## config.mk

```make
export PLATFORM = sky130hd
export DESIGN_NAME = al_vio_ram_mp
export DESIGN_NICKNAME = d
export VERILOG_FILES = /design/src/rtl/al_vio_pkg.sv /design/src/rtl/al_vio_clear_fsm.sv /design/src/rtl/al_vio_ram_mp.sv
export SDC_FILE = /design/constraint.sdc
export NUM_CORES = 1
export LEC_CHECK = 0
export ABC_AREA = 1
export ABC_CLOCK_PERIOD_IN_PS = 2500
export CORE_MARGIN = 2
export CORE_UTILIZATION = 31
export CTS_CLUSTER_SIZE = 25
export DETAILED_ROUTE_END_ITERATION = 10
export GPL_ROUTABILITY_DRIVEN = 0
export REMOVE_ABC_BUFFERS = 1
export SYNTH_ARGS = -nofsm -noshare
export SYNTH_HDL_FRONTEND = slang
export SYNTH_SLANG_ARGS = --single-unit
```

## constraint.sdc

```tcl
create_clock -name clk -period 2.5 [get_ports clk]
set_input_delay 0.25 -clock clk [delete_from_list [all_inputs] [get_ports clk]]
set_output_delay 0.25 -clock clk [all_outputs]
set_load 0.02 [all_outputs]
```

## src/rtl/al_vio_pkg.sv

```systemverilog
// Shared types and helpers for the active-list violation RAM.
package al_vio_pkg;

  // Clear engine states
  typedef enum logic {
    CLEAR = 1'b0,
    READY = 1'b1
  } clr_state_e;

  // Partition index of an address: top part_log bits of an index-bit address.
  function automatic int unsigned part_of(input int unsigned addr,
                                          input int unsigned index,
                                          input int unsigned part_log);
    return (addr >> (index - part_log)) & ((32'd1 << part_log) - 32'd1);
  endfunction

  // Elaboration-time legality of the array geometry.
  function automatic bit params_ok(input int unsigned depth,
                                   input int unsigned index,
                                   input int unsigned num_parts,
                                   input int unsigned part_log);
    return (depth % num_parts == 0) &&
           (index == $clog2(depth)) &&
           ((depth & (depth - 1)) == 0) &&
           ((num_parts & (num_parts - 1)) == 0) &&
           (part_log == $clog2(num_parts)) &&
           (num_parts <= depth);
  endfunction

endpackage

```

## src/rtl/al_vio_clear_fsm.sv

```systemverilog
// Sequential row-clear engine: zeroes the array one row per cycle after
// reset, flush or partition reactivation, and reports when it is usable.
//
//   state | meaning
//   ------+-----------------------------------------------------------
//   CLEAR | clearing row clr_ptr each cycle; array not usable
//   READY | array cleared; reads and writes allowed
module al_vio_clear_fsm
  import al_vio_pkg::*;
#(
  parameter int unsigned DEPTH     = 128,
  parameter int unsigned INDEX     = 7,
  parameter int unsigned NUM_PARTS = 4
) (
  input  logic                 clk,
  input  logic                 reset,
  input  logic                 flush_i,
  input  logic [NUM_PARTS-1:0] partition_active_i,
  output logic                 clr_we,
  output logic [INDEX-1:0]     clr_addr,
  output logic                 ready_o,
  output logic                 clr_busy_o
);

  clr_state_e           state_q, state_d;
  logic [INDEX-1:0]     ptr_q, ptr_d;
  logic [NUM_PARTS-1:0] part_q;
  logic                 trigger;

  // Only a partition coming back online needs its stale contents wiped.
  assign trigger = flush_i | (|(partition_active_i & ~part_q));

  // State, pointer and partition-history registers
  always_ff @(posedge clk) begin
    if (reset) begin
      state_q <= CLEAR;
      ptr_q   <= '0;
      part_q  <= '1;
    end else begin
      state_q <= state_d;
      ptr_q   <= ptr_d;
      part_q  <= partition_active_i;
    end
  end

  // Next-state and clear-pointer sequencing
  always_comb begin
    state_d = state_q;
    ptr_d   = ptr_q;
    case (state_q)
      CLEAR: begin
        if (trigger) begin
          ptr_d = '0;
        end else if (ptr_q == INDEX'(DEPTH - 1)) begin
          state_d = READY;
          ptr_d   = '0;
        end else begin
          ptr_d = ptr_q + INDEX'(1);
        end
      end
      READY: begin
        if (trigger) begin
          state_d = CLEAR;
          ptr_d   = '0;
        end
      end
      default: begin
        state_d = CLEAR;
        ptr_d   = '0;
      end
    endcase
  end

  assign clr_we     = (state_q == CLEAR);
  assign clr_addr   = ptr_q;
  assign ready_o    = (state_q == READY);
  assign clr_busy_o = (state_q == CLEAR);

endmodule

```

## src/rtl/al_vio_ram_mp.sv

```systemverilog
// Active-list violation RAM: multi-port write, gated combinational reads,
// sequential clear after reset/flush/partition reactivation.
module al_vio_ram_mp
  import al_vio_pkg::*;
#(
  parameter int unsigned DEPTH     = 128,
  parameter int unsigned INDEX     = 7,
  parameter int unsigned WIDTH     = 2,
  parameter int unsigned NUM_RD    = 4,
  parameter int unsigned NUM_WR    = 2,
  parameter int unsigned NUM_PARTS = 4,
  parameter int unsigned PART_LOG  = 2
) (
  input  logic                           clk,
  input  logic                           reset,
  input  logic [NUM_RD-1:0][INDEX-1:0]   rd_addr_i,
  input  logic [NUM_RD-1:0]              rd_port_active_i,
  output logic [NUM_RD-1:0][WIDTH-1:0]   rd_data_o,
  input  logic [NUM_WR-1:0]              wr_en_i,
  input  logic [NUM_WR-1:0][INDEX-1:0]   wr_addr_i,
  input  logic [NUM_WR-1:0][WIDTH-1:0]   wr_data_i,
  input  logic [NUM_PARTS-1:0]           partition_active_i,
  input  logic                           flush_i,
  output logic                           ready_o,
  output logic                           clr_busy_o
);

  if (!params_ok(DEPTH, INDEX, NUM_PARTS, PART_LOG)) begin : g_bad_params
    $error("al_vio_ram_mp: illegal DEPTH/INDEX/NUM_PARTS/PART_LOG combination");
  end

  logic [WIDTH-1:0]    mem [DEPTH];
  logic                clr_we;
  logic [INDEX-1:0]    clr_addr;
  logic [PART_LOG-1:0] rd_part [NUM_RD];
  logic [PART_LOG-1:0] wr_part [NUM_WR];
  logic [NUM_WR-1:0]   wr_ok;

  al_vio_clear_fsm #(
    .DEPTH    (DEPTH),
    .INDEX    (INDEX),
    .NUM_PARTS(NUM_PARTS)
  ) u_clear_fsm (
    .clk               (clk),
    .reset             (reset),
    .flush_i           (flush_i),
    .partition_active_i(partition_active_i),
    .clr_we            (clr_we),
    .clr_addr          (clr_addr),
    .ready_o           (ready_o),
    .clr_busy_o        (clr_busy_o)
  );

  for (genvar g = 0; g < NUM_RD; g++) begin : g_rd_part
    assign rd_part[g] = PART_LOG'(part_of(32'(rd_addr_i[g]), INDEX, PART_LOG));
  end

  for (genvar g = 0; g < NUM_WR; g++) begin : g_wr_part
    assign wr_part[g] = PART_LOG'(part_of(32'(wr_addr_i[g]), INDEX, PART_LOG));
    assign wr_ok[g]   = wr_en_i[g] & partition_active_i[wr_part[g]] & ready_o;
  end

  // Storage update: clear row while clearing, else ports in order so the
  // highest-indexed port wins a same-row collision.
  always_ff @(posedge clk) begin
    if (clr_we) begin
      mem[clr_addr] <= '0;
    end else begin
      for (int w = 0; w < int'(NUM_WR); w++) begin
        if (wr_ok[w]) begin
          mem[wr_addr_i[w]] <= wr_data_i[w];
        end
      end
    end
  end

  // Gated combinational reads; old data is seen during a same-row write.
  always_comb begin
    for (int p = 0; p < int'(NUM_RD); p++) begin
      rd_data_o[p] = '0;
      if (ready_o && rd_port_active_i[p] && partition_active_i[rd_part[p]]) begin
        rd_data_o[p] = mem[rd_addr_i[p]];
      end
    end
  end

endmodule

```

After elaboration in Yosys (flattened, before gate mapping)
Memories as Yosys holds them, arrays and structs flattened. Index checks and enable logic that the tools add are counted.

Register bits after elaboration: 12. Latch bits: 0. RAM bits: 256. Memory bits (read-only): 0. Bits of input ports: 59. Memories kept: 1.

Add/subtract/negate cells: 1. $mul: 0. Divide/modulo/power cells: 0. $lt $le $gt $ge: 6. Equal/unequal tests: 2. Shift-type cells: 0. Muxes and demuxes: 34. Bitwise operators: 8. Reductions and logical operators: 10.

Memory list: mem (depth 128, bits a word 2, read ports 4, clocked after Yosys merged registers in 0, wr ports 2, RTL line al_vio_ram_mp.sv:32) `logic [WIDTH-1:0] mem [DEPTH];`.

Operator list (number): $mux 7 (4); $lt 2x3->1 const B (6); $mux 1 (17); $pmux 7 s2 (1); $bmux 1 s2 (6); $mux 2 (5); $logic_and 1x1->1 (8); $add 7x1->7 const B (1); $eq 7x7->1 const B (1); $and 1x1->1 (4); $and 4x4->4 (1); $not 4->4 (1); $reduce_or 4->1 (1); $ne 2x2->1 const B (1); $pmux 1 s2 (1); $reduce_or 2->1 (1); $not 1->1 (1); $or 1x1->1 (1).

Longest topological paths before layout
Gate-level depths: netlist of run 1.

Word-level depth: 9. Gate-level depth with buffers: 13. Depth with buffers taken out: 12.

By module
A second synthesis of run 1 with hierarchy kept.

Cells, all modules: 3824. Area, all modules: 23118.4 sq um.

Modules (own cells, without submodules): al_vio_ram_mp (times used 1, cells an instance 3753, area each 22565.4 sq um); al_vio_clear_fsm (times used 1, cells an instance 71, area each 553.0 sq um).

Worst setup path after synthesis of run 1
Ideal clock, no wire load.

Kind: reg-to-reg. From: register u_clear_fsm.state_q, in the netlist u_clear_fsm.ready_o. To: memory mem[126][0] (enable). Arrival time: 1.681 ns. Data required time: 2.202 ns. Slack: 0.521 ns. Cell stages (with the launch flop): 7. Cell sequence: dfxtp_1 buf_1 nand3_2 buf_2 nor2_2 nand2_1 nand2_1.

RTL lines: start, declared (RTL line al_vio_clear_fsm.sv:25) `clr_state_e state_q, state_d;`; start signal, assigned (RTL line al_vio_clear_fsm.sv:40) `state_q <= state_d;`; end, declared (RTL line al_vio_ram_mp.sv:32).

==> results of run 1 <==
[state kept, by name (all words and copies together) (netlist names)]
name and flops:
u_clear_fsm.clr_addr 7, u_clear_fsm.ready_o 1, u_clear_fsm.part_q 4, mem 256
[how the worst max path moves through the flow]
stage,depth (start not counted),start,slack [ps],endpoint
floorplan,6,u_clear_fsm.ready_o$_SDFF_PP0_,-920,mem[100][1]$_DFFE_PP_
finish,12,mem[9][0]$_DFFE_PP_,-10,rd_data_o[6]
global route,12,mem[123][0]$_DFFE_PP_,-40,rd_data_o[4]
global placement,12,rd_addr_i[3],-590,rd_data_o[1]
CTS,13,mem[61][1]$_DFFE_PP_,-50,rd_data_o[1]
detailed placement,12,rd_addr_i[3],-570,rd_data_o[1]
[where the power goes]
group          leakage (nW)  total (mW)  switching (mW)  internal [mW]
registers              3.04        4.86         0.00911           4.85
logic                  8.53        2.41            1.57          0.841
clock network         0.578        5.31            2.12           3.20
total                  12.1        12.6            3.70           8.89
[routing by layer]
metal,wire (um),global-route usage (%),share of wire [%],vias up
met5,0,0,0,-
met4,6300,15.0,5.6,0
met3,15200,7.40,14,362
met2,47100,41.1,42,2076
met1,43700,37.3,39,13000
li1,-,-,-,13300
[layout make-up]
type | instances | area (um2)
fill | 7660 | 44200
multi-input combinational | 3225 | 14700
sequential | 268 | 7930
timing repair buffer | 457 | 4920
tap | 969 | 1210
clock buffer | 39 | 933
inverter | 80 | 318
clock inverter | 23 | 240
[worst min-delay path: cells and delay by family]
family	cells	cell delay (ps)
AND/OR/NAND/NOR	1	40
buffers and inverters	3	600
[timing repair]
item	4_1_cts	5_1_grt
cloned	0	0
endpoints found under the hold margin	0	0
buffers inserted	38	51
pin swaps	13	113
setup endpoints to repair	5	8
hold buffers	0	0
resized for setup	59	150
[logic make-up after synthesis]
family,count (synthesis)
flops,268
fa+ha+maj,1
compound gates,294
buf+inv,363
xor+xnor,2
simple gates,2928
[cells in the final DEF, fill, tap and decap left out, types with 2 or more instances in the layout]
cell type / netlist / routed
inv_2: 10 / 10
nand2_2: 8 / 53
a21oi_1: 15 / 15
nor2_1: 53 / 38
buf_2: 23 / 8
nand2_1: 1858 / 1812
o21ai_1: 27 / 27
clkdlybuf4s50_1: 0 / 48
buf_6: 1 / 20
clkinv_2: 0 / 9
buf_4: 7 / 276
inv_1: 68 / 62
nor2_2: 19 / 26
clkinv_1: 2 / 8
inv_4: 0 / 6
edfxtp_1: 256 / 256
clkbuf_16: 0 / 37
nor3_1: 11 / 5
nor2_4: 16 / 24
nor3_4: 0 / 2
nand3_1: 957 / 860
nand3_4: 1 / 2
nor3_2: 2 / 6
dfxtp_1: 12 / 11
clkbuf_1: 222 / 2
bufinv_16: 0 / 5
nand3_2: 1 / 97
xor2_1: 2 / 2
buf_12: 0 / 105
o21ai_2: 3 / 3
o21ai_0: 243 / 243
==> out/results.ini, run 1 <==
[status]
status=complete, but fails checks
violations=negative setup slack

[route]
drc=0
ant_nets=0
routedWlPerCell_um=22.2
dr.pass1.iters=6
viasPerCell=5.66
vias=28700
drtIter0Drc=4692
drt_wl_total_um=112000

[timing]
drv_slew=0
relSlewSlack_pct=63.4
setup_viol=1
max_freq_ghz=0.398
min_period_over_period_pct=101
hold_viol=0
rsz0062_at_grt=true
hold_slack_ps=378
worst_slack_ps=-14.3
layout_min_cycle_time_ps=2510
tightest_slew_ps=549
skew_ps=20.0
fin_tns_setup_ps=-14.3

[final_layout]
final_util_pct=40.6
layout-drive-gt1-share_pct=17.0
area_delta_synth_final_pct=29.7
n_antenna_cell=0
stdcell_count=5061
nets=4127
fin_area_um2=30300

[worst_hold_path]
hold_class=primary input to register
min_to=u_clear_fsm.part_q[1]$_SDFF_PP1_
holdCritStartpoint=partition_active_i[1]
holdPathStages=4

[cts]
clockRootBuffer=clkbuf_16
cts_buffers=35
cts.sinks=268
htreeDepth=2
clk_latency_ps=560
cts_tree=done
clk_path_buf_depth=3
path_clk_slew_ps=60

[die]
dieArea_um2=77400
pin_count=69
die_width_um=278
core-area_um2=74400
row_count=100
die_h_um=278
start_util_pct=31.3

[flow_run]
max_cap_violations=0

[synth]
yosysTopAreaCellShare_pct=33.0
yosys-top-cells-area=edfxtp_1, nand2_1, nand3_1
ys_warn_count=0
ys_ff_latch=268
synth_compound_gate_area_share_pct=6.46
syn_area_um2=23300
synth.area.mux_share_pct=0
synth-xor-area-share_pct=0.0751
synth.most_common_cell=nand2_1
synthTopCellsByCount=nand2_1, nand3_1, edfxtp_1, o21ai_0, clkbuf_1
synthSimpleGateAreaFrac_pct=53.3
syn_avg_cell_area_um2=6.05
synth_edf_count=256
synth_top_flop_cell=edfxtp_1
async_reset_ff_share_pct=0
synth_top_area_cell=edfxtp_1
synth_fa_ha_area_share_pct=0.0537
synth_top_family_by_area=simple AND/OR/NAND/NOR gates
seq_area_frac_synth_pct=34.0
synthCells=3856
synth.distinct_cells=34

[placement]
post-place-cells=4916
dp_slack_ps=-572
postPlaceCellArea_um2=27700
io_buffers=68
dpl.hpwl_um=78100

[power]
p_leak_nw=12.1
p_total_mw=12.6
peakVddDrop_uv=378
power_density_nw_per_um2=416

[global_routing]
first_global_vias=25600
grt_max_degree=68
grt_pass1_wl_um=165000
antenna_found_initial=1
grt.overflow.total=0
grt_usage_pct=28.0

[setup_path]
cp_slowest_cell=edfxtp_1
path_max_fanout=3
path_buf_inv=2
ff2ff_setup_slack_ps=420
rr_worst_depth=7
r2r_end=mem[0][0]$_DFFE_PP_
required_ps=2250
cp_top_family=simple AND/OR/NAND/NOR gates
critPathLaunchType=register
worst_path_largest_cell_delay_ps=460
reg2reg_from=u_clear_fsm.ready_o$_SDFF_PP0_
critPathKind=register to output pin
worstPathArrival_ps=2260
crit_chain=buf_6 -> nand2_1 -> nand3_2 -> nand3_2 -> nand3_2 -> nand2_2 -> nand2_1 -> nand3_1 -> nand2_1 -> nor2_2 -> nor2_4 -> buf_12
cp-end-kind=output pin

(Power assumes the default switching activity.)
==> run 2: changes to the inputs <==
- CORE_MARGIN: 2 -> 3
- SKIP_LAST_GASP: not set -> 1
==> out/results.ini, run 2 (synthesis gave the netlist of run 1 again) <==
[setup_path]
cp-end-kind=output pin
crit_chain=nand2_1 -> nand3_1 -> nand3_1 -> nand3_1 -> nand2_4 -> nand2_1 -> nand3_1 -> nand2_1 -> nor2_2 -> nor2_4 -> buf_4 -> buf_4
critPathKind=register to output pin
path_max_fanout=4  ; +1
worstPathArrival_ps=2280  ; +20 ps
cp_slowest_cell=edfxtp_1
worst_path_largest_cell_delay_ps=510  ; +50 ps
crit_top_cell=nand3_1
required_ps=2250  ; about the same
ff2ff_setup_slack_ps=260  ; -160 ps
critPathLaunchType=register

[route]
vias=28700  ; +0.12%
viasPerCell=5.72  ; +1.0%
drc=0  ; unchanged
ant_nets=0  ; unchanged
routedWlPerCell_um=22.5  ; +1.5%
drtIter0Drc=4600  ; -2.0%
drt_wl_total_um=113000  ; +0.64%
dr.pass1.iters=6  ; unchanged

[placement]
postPlaceCellArea_um2=27800  ; +0.50%
dpl.hpwl_um=80400  ; +2.9%
dp_slack_ps=-469  ; +104 ps
io_buffers=68  ; unchanged

[timing]
hold_slack_ps=379  ; +1.08 ps
skew_ps=22.5  ; +2.49 ps
hold_viol=0  ; unchanged
drv_slew=0  ; unchanged
worst_slack_ps=-27.2  ; -12.9 ps
setup_viol=2  ; +1
max_freq_ghz=0.396  ; -0.51%
relSlewSlack_pct=58.9  ; -4.5 points
rsz0062_at_grt=true
min_period_over_period_pct=101  ; +0.52 points
tightest_slew_ps=614  ; +64.5 ps
layout_min_cycle_time_ps=2530  ; +12.9 ps

[global_routing]
first_global_vias=25700  ; +0.16%
grt.overflow.total=0  ; unchanged
antenna_found_initial=1  ; unchanged
grt_usage_pct=27.9  ; -0.088 points
grt_max_degree=66  ; -2.9%
grt_pass1_wl_um=166000  ; +0.65%

[final_layout]
layout_commonest_cell=nand2_1
area_delta_synth_final_pct=29.0
top_register=mem
num-fill-cells=7585  ; -0.98%
layout-drive-gt1-share_pct=16.7  ; -0.30 points
final_util_pct=40.8  ; +0.19 points
multiInputGateArea_um2=14800  ; +0.73%
regArea_um2=7930  ; about the same
nets=4092  ; -0.85%
largest_reg_flops=256  ; unchanged
n_antenna_cell=0  ; unchanged
fin_area_um2=30100  ; -0.55%
layout_common_cells=nand2_1, nand3_1, edfxtp_1

[die]
pin_count=69  ; unchanged
die_width_um=280  ; +0.72%
die_h_um=280  ; +0.72%
core-area_um2=73700  ; -1.0%
start_util_pct=31.6  ; +0.32 points
dieArea_um2=78500  ; +1.4%
row_count=99  ; -1.0%

[cts]
clk_path_buf_depth=3  ; unchanged
cts_tree=done
cts.sinks=268  ; unchanged
clk_latency_ps=560  ; about the same
path_clk_slew_ps=60  ; about the same
htreeDepth=2  ; unchanged
clockRootBuffer=clkbuf_16
cts_buffers=34  ; -2.9%

[power]
power_density_nw_per_um2=418  ; +0.39%
p_total_mw=12.6  ; -0.16%
p_leak_nw=12.0  ; -1.2%
peakVddDrop_uv=464  ; +23%

[status]
status=complete, but fails checks
violations=negative setup slack

[worst_hold_path]
hold_class=primary input to register

[flow_run]
max_cap_violations=0  ; unchanged

[run 2: what timing repair did]
item | CTS | global route
pin swaps | 16 | 154
hold buffers | 0 | 0
endpoints found under the setup margin | 8 | 8
setup buffers | 10 | 28
gates resized for setup | 84 | 162
[run 2: cell type report]
class                   instances  area share [%]
clock buffers                  43            3.15
multi-input cells            3225            49.2
flip-flops and latches        268            26.4
well taps                     959            3.99
inverters                      80            1.06
repair buffers                423            15.5
clock inverters                19           0.732
[run 2: critical path, delay by kind of cell, from the launching register on]
family / cells / cell delay (ps)
and+or+nand+nor: 10 / 940
buffers and inverters: 2 / 280
DFF: 1 / 510
[run 2: per-stage QoR]
| stage | cells | setup TNS [ps] |
|---|---|---|
| after floorplan | 3573 | -228090 |
| after global placement | 4923 | -32250 |
| after detailed placement | 4923 | -42830 |
| after CTS | 4995 | -180 |
| after global routing | 5017 | -222 |
| final | 5017 | -29.3 |
[run 2: where the power goes]
| group | switching, mW | total, mW | internal [mW] |
|---|---|---|---|
| combinational | 1.62 | 2.48 | 0.865 |
| clock | 2.10 | 5.23 | 3.13 |
| sequential | 0.00935 | 4.86 | 4.85 |
[run 2: final timing paths]
| check | start | end | depth (start not counted) |
|---|---|---|---|
| worst max-delay path | mem[52][0]$_DFFE_PP_ | rd_data_o[6] | 12 |
| worst min-delay path | partition_active_i[1] | u_clear_fsm.part_q[1]$_SDFF_PP1_ | 4 |
| worst max register to register | u_clear_fsm.ready_o$_SDFF_PP0_ | mem[4][1]$_DFFE_PP_ | 7 |
| worst min register to register | u_clear_fsm.clr_addr[5]$_SDFFE_PP0P_ | u_clear_fsm.clr_addr[5]$_SDFFE_PP0P_ | 2 |
[run 2: per-layer routing]
layer / up-vias / wire (um) / part of all wire [%] / track usage (%)
li1: 13200 / - / - / -
met1: 13000 / 44000 / 39 / 37.2
met2: 2093 / 46800 / 41 / 41.1
met3: 411 / 15500 / 14 / 7.91
met4: 0 / 6630 / 5.9 / 14.2
met5: - / 0 / 0 / 0
==> RTL change: new RTL, flow settings as in run 1 <==
The parameter `NUM_RD` goes from 4 to 2.
--- a/src/rtl/al_vio_ram_mp.sv
+++ b/src/rtl/al_vio_ram_mp.sv
@@ -8,3 +8,3 @@
   parameter int unsigned WIDTH     = 2,
-  parameter int unsigned NUM_RD    = 4,
+  parameter int unsigned NUM_RD    = 2,
   parameter int unsigned NUM_WR    = 2,
Interface: changed (resized rd_addr_i, rd_data_o and rd_port_active_i); port bits go from 69 to 49. No check against the original RTL was run, so the function may have changed too.
==> RTL change against run 1 <==
- clock power is 11% lower
- worst setup slack better by 100 ps
- first-iteration DRC count is 57% lower
- synthesized area is 22% lower
- sequential cell count stayed put
- power is 14% lower
- via count is 36% lower
- wire length is 40% lower
- utilization is 2.2 points lower
- fmax is 4.2% higher
- sequential share of layout area is 9.4 points higher
- final area is 26% lower
- largest power group is now registers
==> RTL change: results (changes against run 1) <==
stage;metric;value;unit;change
power_and_ir_drop;Lkg Pwr;8.86;nW;was 12.1 nW
clocking;Clock Path Buffers;3;;unchanged
final_layout;register area;7930;um^2;about the same
placement;Final HPWL DP;45600;um;was 78100 um
drt;number of DRC markers in iteration 0;2013;;was 4692
power_and_ir_drop;worst vdd ir;387;uV;was 378 uV
placement;Placement Cell Area;21100;um^2;was 27700 um^2
final_layout;final net count;2777;;was 4127
drt;DRT Wirelength;67400;um;was 112000 um
placement;IO buf count;48;;was 68
clocking;worst skew pair latency;550;ps;
placement;post-placement setup slack;-314;ps;was -572 ps
grt;total track usage;22.2;%;was 28.0%
min_path;Hold EP;u_clear_fsm.ready_o;;was u_clear_fsm.part_q[1]
sta;clk_skew;13.0;ps;was 20.0 ps
grt;vias in the first global route;17400;;was 25.6k
worst_setup_path;crit-path max FO;2;;was 3
clocking;Root Driver;clkbuf_16;;unchanged
synth;sequential area share after synthesis;43.6;%;was 34.0%
final_layout;max FFs per register;256;;unchanged
clocking;CTS Buf Count;34;;was 35
drt;via count;18400;;was 28.7k
worst_setup_path;RR Startpoint;u_clear_fsm.ready_o;;unchanged
final_layout;Largest Register;mem;;unchanged
clocking;Clock transition at path regs;60;ps;about the same
grt;largest net degree at the start of global routing;128;;was 68
synth;synth unique cells;28;;was 34
synth;synth top area cells;edfxtp_1, nand2_1, nand3_1;;unchanged
grt;antenna violations before repair;3;;was 1
sta;Final Max Slew Viols;0;;unchanged
worst_setup_path;Worst EP arrival;2160;ps;was 2260 ps
synth;top cells by count, synth;nand2_1, nand3_1, edfxtp_1, o21ai_0, clkbuf_1;;unchanged
sta;Slew headroom;56.3;%;was 63.4%
final_layout;Fill cells;5981;;was 7660
clocking;H-tree lvl count;2;;unchanged
synth;Post-synth EDFFs;256;;unchanged
final_layout;layout cells sized above 1;12.0;%;was 17.0%
grt;global-route wire length before repair;102000;um;was 165000 um
min_path;worst hold start;flush_i;;was partition_active_i[1]
synth;asr flop ratio synth;0;%;unchanged
clocking;postcts setup bufs;0;;was 38
drt;DR pass1 iterations;8;;was 6
worst_setup_path;Worst R2R End;mem[125][1];;was mem[0][0]
worst_setup_path;reg2reg path depth;10;;was 7
worst_setup_path;r2r setup slk;600;ps;was 420 ps
status;outcome;complete, no violations;;was finished, violations left
==> RTL change: changes by cell type in the layout (fill, tap and decap cells not counted), moves of 9 or more <==
| cell | before | now |
|---|---|---|
| nand2_1 | 1812 | 1260 |
| nand3_1 | 860 | 474 |
| buf_4 | 276 | 126 |
| nand3_2 | 97 | 12 |
| nand2_2 | 53 | 13 |
| o21ai_0 | 243 | 204 |
| buf_12 | 105 | 69 |
| o21ai_1 | 27 | 59 |
| buf_6 | 20 | 0 |
| inv_1 | 62 | 48 |
| clkdlybuf4s50_1 | 48 | 38 |
| clkbuf_1 | 2 | 11 |
| nor2_2 | 26 | 17 |
==> RTL change: repair_timing <==
action	CTS	global route
setup endpoints to repair	4	4
pin swaps	1	8
resized for setup	19	21
cloned	0	1
==> RTL change: report_power, final <==
part	internal [mW]	switching [mW]	total, mW
Combinational	0.433	0.830	1.26
Clock	2.80	1.94	4.74
Sequential	4.85	0.00611	4.86
==> RTL change: area by class of cell <==
cell class | count | area share, %
multi-input combinational | 2129 | 41.9
sequential | 268 | 35.6
tap | 765 | 4.30
clock inverter | 11 | 0.376
clock buffer | 48 | 4.34
timing repair buffer | 241 | 12.4
antenna | 1 | 0.0112
inverter | 59 | 1.03
==> RTL change: per-stage QoR <==
stage	setup TNS, ps	cells	hold WS, ps
2_1_floorplan	-708900	2456	319
3_3_place_gp	-84880	3461	476
3_5_place_dp	-78770	3461	479
4_1_cts	0	3520	384
5_1_grt	-16.1	3522	430
6_report	0	3522	402
==> RTL change: layer usage <==
metal | share of wire (%) | vias up | GRT usage (%)
li1 | - | 8995 | -
met1 | 41 | 8352 | 29.1
met2 | 45 | 919 | 35.1
met3 | 11 | 170 | 5.23
met4 | 3.9 | 2 | 9.34
met5 | 0.019 | - | 0
==> RTL change: worst max-delay path, cell delays in order (launching register included) <==
cell	delay [ps]
edfxtp_1	410
nand2_1	90
nand3_1	80
nand3_1	100
nand3_1	100
nand2_1	160
nand2_1	70
nand3_1	120
nand3_1	80
nand2_1	60
nor2_1	50
buf_4	150
buf_4	150
==> RTL change: worst max-delay path by stage <==
stage / startpoint / endpoint / slack [ps] / depth (start not counted)
4_1_cts: mem[9][1] / rd_data_o[1] / 10 / 12
6_report: mem[111][1] / rd_data_o[3] / 90 / 12
3_3_place_gp: partition_active_i[1] / mem[89][0] / -320 / 15
2_1_floorplan: u_clear_fsm.ready_o / mem[100][0] / -2780 / 4
5_1_grt: mem[111][0] / rd_data_o[0] / -20 / 12
3_5_place_dp: partition_active_i[1] / mem[59][0] / -310 / 15
==> RTL change: kinds of logic after synthesis <==
group,Yosys count,synth area share (%)
AO/OA/AOI/OAI,290,8.30
buffers and inverters,238,5.71
XOR/XNOR,1,0.0481
AND/OR/NAND/NOR,1837,42.3
flip-flops,268,43.6
adder cells (fa/ha/maj),1,0.0687
